$ cat src/rtl/fft_r22sdf_ctrl_if.sv
// Handshake and pipeline-control bundle between the R22SDF sequencer and its datapath.
interface fft_r22sdf_ctrl_if #(
    parameter int unsigned N = 1024
);
    localparam int unsigned NLOG2  = $clog2(N);
    localparam int unsigned STAGES = NLOG2 / 2;
    localparam int unsigned TW_W   = (STAGES - 1) * NLOG2;

    logic              valid_i;
    logic              ready_o;
    logic [NLOG2-1:0]  in_idx_o;
    logic [STAGES-1:0] bfi_sel_o;
    logic [STAGES-1:0] bfii_sel_o;
    logic [STAGES-1:0] bfii_negj_o;
    logic [TW_W-1:0]   tw_exp_o;
    logic              valid_o;
    logic [NLOG2-1:0]  idx_o;
    logic              err_o;

    modport master (
        output valid_i,
        input  ready_o, in_idx_o, bfi_sel_o, bfii_sel_o, bfii_negj_o,
        input  tw_exp_o, valid_o, idx_o, err_o
    );

    modport slave (
        input  valid_i,
        output ready_o, in_idx_o, bfi_sel_o, bfii_sel_o, bfii_negj_o,
        output tw_exp_o, valid_o, idx_o, err_o
    );
endinterface

$ cat src/rtl/fft_r22sdf_ctrl.sv
// Frame sequencer for an N-point R22SDF FFT: input handshake, per-stage butterfly
// and twiddle controls, and bit-reversed output tagging through the pipeline latency.
module fft_r22sdf_ctrl #(
    parameter int unsigned N      = 1024,
    parameter int unsigned TW_LAT = 1
) (
    input  logic             clk_i,
    input  logic             rst_n,
    fft_r22sdf_ctrl_if.slave bus
);
    localparam int unsigned NLOG2  = $clog2(N);
    localparam int unsigned STAGES = NLOG2 / 2;
    localparam int unsigned TW_W   = (STAGES - 1) * NLOG2;
    localparam int unsigned LAT    = N - 1 + (STAGES - 1) * TW_LAT;
    localparam int unsigned LAT_Q  = LAT / N;
    localparam int unsigned LAT_R  = LAT % N;
    localparam int unsigned DEPTH  = LAT_Q + 1;
    localparam logic [NLOG2-1:0] CTR_LAST = NLOG2'(N - 1);

    logic [NLOG2-1:0]  ctr;
    logic              active;
    logic [DEPTH-1:0]  tags;

    logic              ready_c;
    logic              frame_done_c;
    logic              valid_c;
    logic [NLOG2-1:0]  out_cnt_c;
    logic [NLOG2-1:0]  idx_c;
    logic [STAGES-1:0] bfi_sel_c;
    logic [STAGES-1:0] bfii_sel_c;
    logic [STAGES-1:0] negj_c;
    logic [TW_W-1:0]   tw_c;

    assign ready_c      = rst_n & ((ctr == '0) | active);
    assign frame_done_c = active & bus.valid_i & (ctr == CTR_LAST);

    // tags[0] holds the most recently finished frame, older frames further up
    always_ff @(posedge clk_i) begin
        if (!rst_n) begin
            ctr    <= '0;
            active <= 1'b0;
            tags   <= '0;
        end else begin
            ctr <= ctr + NLOG2'(1);
            if ((ctr == '0) && bus.valid_i) begin
                active <= 1'b1;
            end else if (frame_done_c || !bus.valid_i) begin
                active <= 1'b0;
            end
            if (ctr == CTR_LAST) begin
                tags[0] <= frame_done_c;
                for (int unsigned i = 1; i < DEPTH; i++) begin
                    tags[i] <= tags[i-1];
                end
            end
        end
    end

    // Pick the tag of the frame whose output sample is leaving the pipe this cycle
    if (LAT_R == 0) begin : g_aligned
        assign valid_c = tags[LAT_Q-1];
    end else if (LAT_Q == 0) begin : g_short
        assign valid_c = (ctr < NLOG2'(LAT_R)) ? tags[0] : frame_done_c;
    end else begin : g_split
        assign valid_c = (ctr < NLOG2'(LAT_R)) ? tags[LAT_Q] : tags[LAT_Q-1];
    end

    assign out_cnt_c = ctr - NLOG2'(LAT_R);

    always_comb begin
        idx_c = '0;
        for (int unsigned i = 0; i < NLOG2; i++) begin
            idx_c[i] = out_cnt_c[NLOG2-1-i];
        end
    end

    for (genvar s = 0; s < STAGES; s++) begin : g_stage
        localparam int unsigned M   = NLOG2 - 2 * s;
        localparam int unsigned OFF = (s * TW_LAT) % N;
        logic [M-1:0] cs;

        assign cs            = M'(ctr - NLOG2'(OFF));
        assign bfi_sel_c[s]  = cs[M-1];
        assign bfii_sel_c[s] = cs[M-2];
        assign negj_c[s]     = cs[M-1] & ~cs[M-2];

        // e = r * (t1 + 2*t2), scaled by 4^s; the product already fits in M bits
        if (s < STAGES - 1) begin : g_tw
            logic [NLOG2-1:0] prod;
            assign prod = NLOG2'(cs[M-3:0]) * NLOG2'({cs[M-2], cs[M-1]});
            assign tw_c[s*NLOG2 +: NLOG2] = prod << (2 * s);
        end
    end

    assign bus.ready_o     = ready_c;
    assign bus.err_o       = rst_n & active & ~bus.valid_i;
    assign bus.valid_o     = rst_n & valid_c;
    assign bus.in_idx_o    = rst_n ? ctr : '0;
    assign bus.idx_o       = rst_n ? idx_c : '0;
    assign bus.bfi_sel_o   = rst_n ? bfi_sel_c : '0;
    assign bus.bfii_sel_o  = rst_n ? bfii_sel_c : '0;
    assign bus.bfii_negj_o = rst_n ? negj_c : '0;
    assign bus.tw_exp_o    = rst_n ? tw_c : '0;
endmodule

$ cat src/flat_wrapper.sv
// flat-port wrapper written by rule: the top's interface ports become plain ports
module fft_r22sdf_ctrl_flat 
#(
    parameter int unsigned N      = 1024,
    parameter int unsigned TW_LAT = 1
)
  (clk_i, rst_n, bus_valid_i, bus_ready_o, bus_in_idx_o, bus_bfi_sel_o, bus_bfii_sel_o, bus_bfii_negj_o, bus_tw_exp_o, bus_valid_o, bus_idx_o, bus_err_o);
  fft_r22sdf_ctrl_if #(.N(N)) bus_i ();
  input  logic clk_i;
  input  logic rst_n;
  input wire logic [$bits(bus_i.valid_i)-1:0] bus_valid_i;
  output wire logic [$bits(bus_i.ready_o)-1:0] bus_ready_o;
  output wire logic [$bits(bus_i.in_idx_o)-1:0] bus_in_idx_o;
  output wire logic [$bits(bus_i.bfi_sel_o)-1:0] bus_bfi_sel_o;
  output wire logic [$bits(bus_i.bfii_sel_o)-1:0] bus_bfii_sel_o;
  output wire logic [$bits(bus_i.bfii_negj_o)-1:0] bus_bfii_negj_o;
  output wire logic [$bits(bus_i.tw_exp_o)-1:0] bus_tw_exp_o;
  output wire logic [$bits(bus_i.valid_o)-1:0] bus_valid_o;
  output wire logic [$bits(bus_i.idx_o)-1:0] bus_idx_o;
  output wire logic [$bits(bus_i.err_o)-1:0] bus_err_o;
  assign bus_i.valid_i = bus_valid_i;
  assign bus_ready_o = bus_i.ready_o;
  assign bus_in_idx_o = bus_i.in_idx_o;
  assign bus_bfi_sel_o = bus_i.bfi_sel_o;
  assign bus_bfii_sel_o = bus_i.bfii_sel_o;
  assign bus_bfii_negj_o = bus_i.bfii_negj_o;
  assign bus_tw_exp_o = bus_i.tw_exp_o;
  assign bus_valid_o = bus_i.valid_o;
  assign bus_idx_o = bus_i.idx_o;
  assign bus_err_o = bus_i.err_o;
  fft_r22sdf_ctrl #(.N(N), .TW_LAT(TW_LAT)) u_core (.clk_i(clk_i), .rst_n(rst_n), .bus(bus_i));
endmodule
$ cat config.mk
export PLATFORM = sky130hd
export DESIGN_NAME = fft_r22sdf_ctrl_flat
export DESIGN_NICKNAME = d
export VERILOG_FILES = /design/src/rtl/fft_r22sdf_ctrl_if.sv /design/src/rtl/fft_r22sdf_ctrl.sv /design/src/flat_wrapper.sv
export SDC_FILE = /design/constraint.sdc
export NUM_CORES = 1
export LEC_CHECK = 0
export ABC_AREA = 1
export CAP_MARGIN = 20
export CORE_ASPECT_RATIO = 0.75
export CORE_UTILIZATION = 47
export DETAILED_ROUTE_END_ITERATION = 8
export PLACE_DENSITY = 0.83
export SETUP_SLACK_MARGIN = 0.1
export SLEW_MARGIN = 20
export SYNTH_ARGS = -nofsm -noshare
export SYNTH_HDL_FRONTEND = slang
export SYNTH_SLANG_ARGS = --single-unit
$ cat constraint.sdc
create_clock -name clk_i -period 3.5 [get_ports clk_i]
set_input_delay 0.525 -clock clk_i [delete_from_list [all_inputs] [get_ports clk_i]]
set_output_delay 0.525 -clock clk_i [all_outputs]
set_load 0.01 [all_outputs]
# == Word level (Yosys, flattened, before mapping) ==
# Cells that the tools add are included.
# totals
regBits,13
out_inout_bits,78
elab_cells,46
in_bits,3
# op_classes
n_mul,4
n_mux,9
n_eq_ne,1
n_addsub,5
magnitude_cmp,1
n_bitwise,18
reduce_logical,5
# ops
cell,n
$mux 40,1
$mux 10,2
$mux 5,3
$and 1x1->1,11
$add 10x1->10 const B,1
$eq 10x10->1 const B,1
$logic_not 10->1,1
$lt 10x2->1 const B,1
$mul 8x2->10,1
$sub 10x2->10 const B,1
$mul 6x2->8,1
$sub 8x1->8 const B,1
$mul 4x2->6,1
$not 1->1,6
$sub 6x2->6 const B,1
$mul 2x2->4,1
$mux 1,3
$reduce_bool 2->1,1
$sub 2x1->2 const B,1
$logic_and 1x1->1,1
$logic_not 1->1,1
$logic_or 1x1->1,1
$or 1x1->1,1

# == Longest topological paths before layout ==
# depth
depth_word,5
ltp_mapped,17
depth_no_buf,16

# == Worst setup path before layout ==
# OpenSTA, ideal clock, no wires.
# synth_path
path_type,register to output
from,register u_core.ctr[1]
to,output port bus_tw_exp_o[19]
arrival_time_ps,2364
t_required_ps,2975
slack_ps,611
path_stages_with_launch,17
n_path_buf,0
path_cell_list,dfxtp_1 inv_1 ha_1 nand2_1 nand2_1 nor2_1 nand2_1 nand2_1 nor2_1 ha_1 fa_1 nand3_1 nand2_1 nand2_1 inv_1 o21ai_0 nor2_1
# synth_via
elab_chain_cells,3
# synth_rtl
element,line_no,text
start: declaration,fft_r22sdf_ctrl.sv:20,logic [NLOG2-1:0] ctr;
start signal: assignment,fft_r22sdf_ctrl.sv:44,ctr <= ctr + NLOG2'(1);
$sub 8x1->8,fft_r22sdf_ctrl.sv:82,assign cs = M'(ctr - NLOG2'(OFF));
$mul 6x2->8,fft_r22sdf_ctrl.sv:90,"assign prod = NLOG2'(cs[M-3:0]) * NLOG2'({cs[M-2], cs[M-1]});"
$mux 40,fft_r22sdf_ctrl.sv:103,assign bus.tw_exp_o = rst_n ? tw_c : '0;
end: declaration,flat_wrapper.sv:17,output wire logic [$bits(bus_i.tw_exp_o)-1:0] bus_tw_exp_o;
# No other way between the ends.

# == Worst setup path in the final report ==
# layout_path
from,register u_core.ctr[1]
to,output port bus_tw_exp_o[15]
# Same word-level chain as after synthesis.

==> results.toml <==
[run_status]
status = "finished, violations left"
violations = "DRC"

[clock_tree]
cts_buffer_depth = 2
cts_tree = "yes"
clkTransAtPathRegs_ns = 0.06
clock-sinks = 13
htreeDepth = 1
clk_latency_ns = 0.26
cts_root_buf = "clkbuf_8"
cts_made_buffers = 3

[logic_synthesis]
syn_avg_cell_area_um2 = 5.76
synthDistinctLibCells = 37
yosys.area.top_type_share_pct = 14.2
synth_seq_area_share_pct = 10.8
synthArstFlopShare_pct = 0
yosysTopAreaCell = "nand2_1"
synth_edf_count = 0
synth_area_um2 = 2410
synth_flop_cell = "dfxtp_1"
netlist_instances = 419
ys_ff_latch = 13
yosys_warnings = 0
netlist_top_cells_area = "nand2_1 (14%), ha_1 (13%), inv_1 (12%), dfxtp_1 (11%), nor2_1 (10%)"

[cells_and_area]
final_area_um2 = 3180
most-common-layout-cells = "nand2_1 (88), inv_1 (73), nor2_1 (65)"
fin_util_pct = 64.6
layout_commonest_cell = "nand2_1"
nets = 514
layout-drive-gt1-share_pct = 10.4
syn_to_final_growth_pct = 32.0
antennaDiodeCount = 0

[route]
drt_wl_total_um = 6310
drtIter0Drc = 182
drc = 2
wl_per_cell_um = 11.6
postRouteAntennaNets = 0
via_per_inst = 5.00
vias = 2712
dr.pass1.iters = 7

[grt]
grt_pass1_wl_um = 10900
grt_max_degree = 47
antenna_found_initial = 0
overflow = 0
track_usage_pct = 24.3
grt_pass1_vias = 2371

[worst_setup_path]
cp_num_buf_inv = 2
end_kind = "primary output"
critPathArrivalTime_ns = 2.74
regToRegSetupSlack_ns = 1.72
critical-path-top-delay-family = "adder cells"
cpMaxStageDelayCell = "clkdlybuf4s50_1"
cp_cell_sequence = "inv_4 > ha_1 > nand2_2 > nand2_2 > nor2_1 > nand2_1 > nand2_2 > nor2_1 > ha_2 > fa_2 > o21ai_0 > a21oi_1 > clkdlybuf4s50_1"
critical_path.most_common_cell = "nand2_2"
required_ns = 2.97
max_stage_delay_ns = 0.47
crit_fanout = 6
start_kind = "flop"
worstSetupPathType = "flop to primary output"

[floorplanning]
core_um2 = 4930
die_area_um2 = 5430
io_pins = 81
dieHeight_um = 64.0
die_x_um = 84.7
initial_core_util_pct = 49.0
rows = 22

[place]
place_area_um2 = 3060
dp_hpwl_um = 4700
portBuffers = 68
place.gp.congestion = 0.966

[sta]
fmax_ghz = 0.306
rsz0062_at_grt = "no"
finalSetupTns_ns = 0
hold_violations = 0
period_minus_slack_ns = 3.26
finalCritPeriodShare_pct = 93.3
fin_skew_ns = 0.00597
slew_viol_final = 0
finalSetupViolCount = 0

[job]
cap_viol_max_count = 0

[min_path]
holdCritPathClass = "flop to flop"

[power_and_ir_drop]
power_density_nw_per_um2 = 256
ir_drop_mv = 0.160
p_leak_nw = 1.84
[synth_stat cells, types with 4 or more instances]
| master | instances |
|---|---|
| buf_2 | 7 |
| clkbuf_1 | 4 |
| nand3_1 | 17 |
| nand2_1 | 91 |
| a21oi_1 | 30 |
| nor3_1 | 12 |
| buf_4 | 21 |
| dfxtp_1 | 13 |
| o21ai_0 | 20 |
| inv_1 | 75 |
| ha_1 | 25 |
| nor2_1 | 65 |
[cells by family after synthesis]
kind of cell               count (synthesis)  share of synthesized area (%)
adders and majority gates                 28                           15.5
and+or+nand+nor                          204                           37.5
xor gates and xnor gates                   5                           2.13
other                                      1                          0.155
AOI/OAI and AO/OA                         56                           12.1
DFF                                       13                           10.8
buffers and inverters                    112                           21.9
[worst register-to-register path: cells and delay by family (launching register included)]
kind | cells | cell delay (ns)
and+or+nand+nor | 3 | 0.56
DFF | 1 | 0.33
adders and majority gates | 1 | 0.30
AOI/OAI and AO/OA | 2 | 0.25
buffers and inverters | 1 | 0.21
[per-layer routing]
layer	up-vias	wire, um	track usage, %
met3	7	465	5.30
met1	1216	2980	34.3
met2	103	2800	38.1
met4	0	61	5.08
li1	1386	-	-
met5	-	0	0
[sequential cells by signal, indices dropped and copies added (netlist names)]
name           flops
u_core.ctr        10
u_core.tags        2
u_core.active      1
[power by group]
part / switching [mW] / leakage (nW) / total [mW] / internal [mW]
combinational: 0.277 / 1.71 / 0.515 / 0.238
clock: 0.0642 / 0.0228 / 0.145 / 0.0809
sequential: 0.00296 / 0.108 / 0.155 / 0.152
[layout make-up]
type	count	area [um^2]
Timing Repair Buffer	82	790
Sequential cell	13	267
Tap cell	60	75.1
Multi-Input combinational cell	305	1710
Inverter	78	300
Fill cell	444	1740
Clock buffer	4	45.0
[metrics by stage]
stage / hold slack (ns) / power [mW] / cells / setup WS (ns)
3_3_place_gp: 0.459 / 0.638 / 535 / 0.252
5_1_grt: 0.512 / 0.886 / 542 / 0.0627
2_1_floorplan: 0.450 / 0.466 / 430 / 0.611
6_report: 0.481 / 0.815 / 542 / 0.235
3_5_place_dp: 0.476 / 0.646 / 535 / 0.130
4_1_cts: 0.484 / 0.796 / 540 / 0.103
[worst paths after layout]
kind	start	endpoint	cells after the start
setup / recovery	u_core.ctr[1]	bus_tw_exp_o[15]	13
hold / removal	u_core.active	u_core.active	2
setup reg to reg	u_core.ctr[0]	u_core.ctr[6]	7
hold reg to reg	u_core.active	u_core.active	2
[repair_timing]
action                     in CTS  in global routing
pin swaps                       1                  3
resized for setup              12                 13
setup endpoints to repair       7                 13
hold buffers                    0                  0
setup buffers                   1                  2
Note: power is estimated with default switching activity, not from simulation.
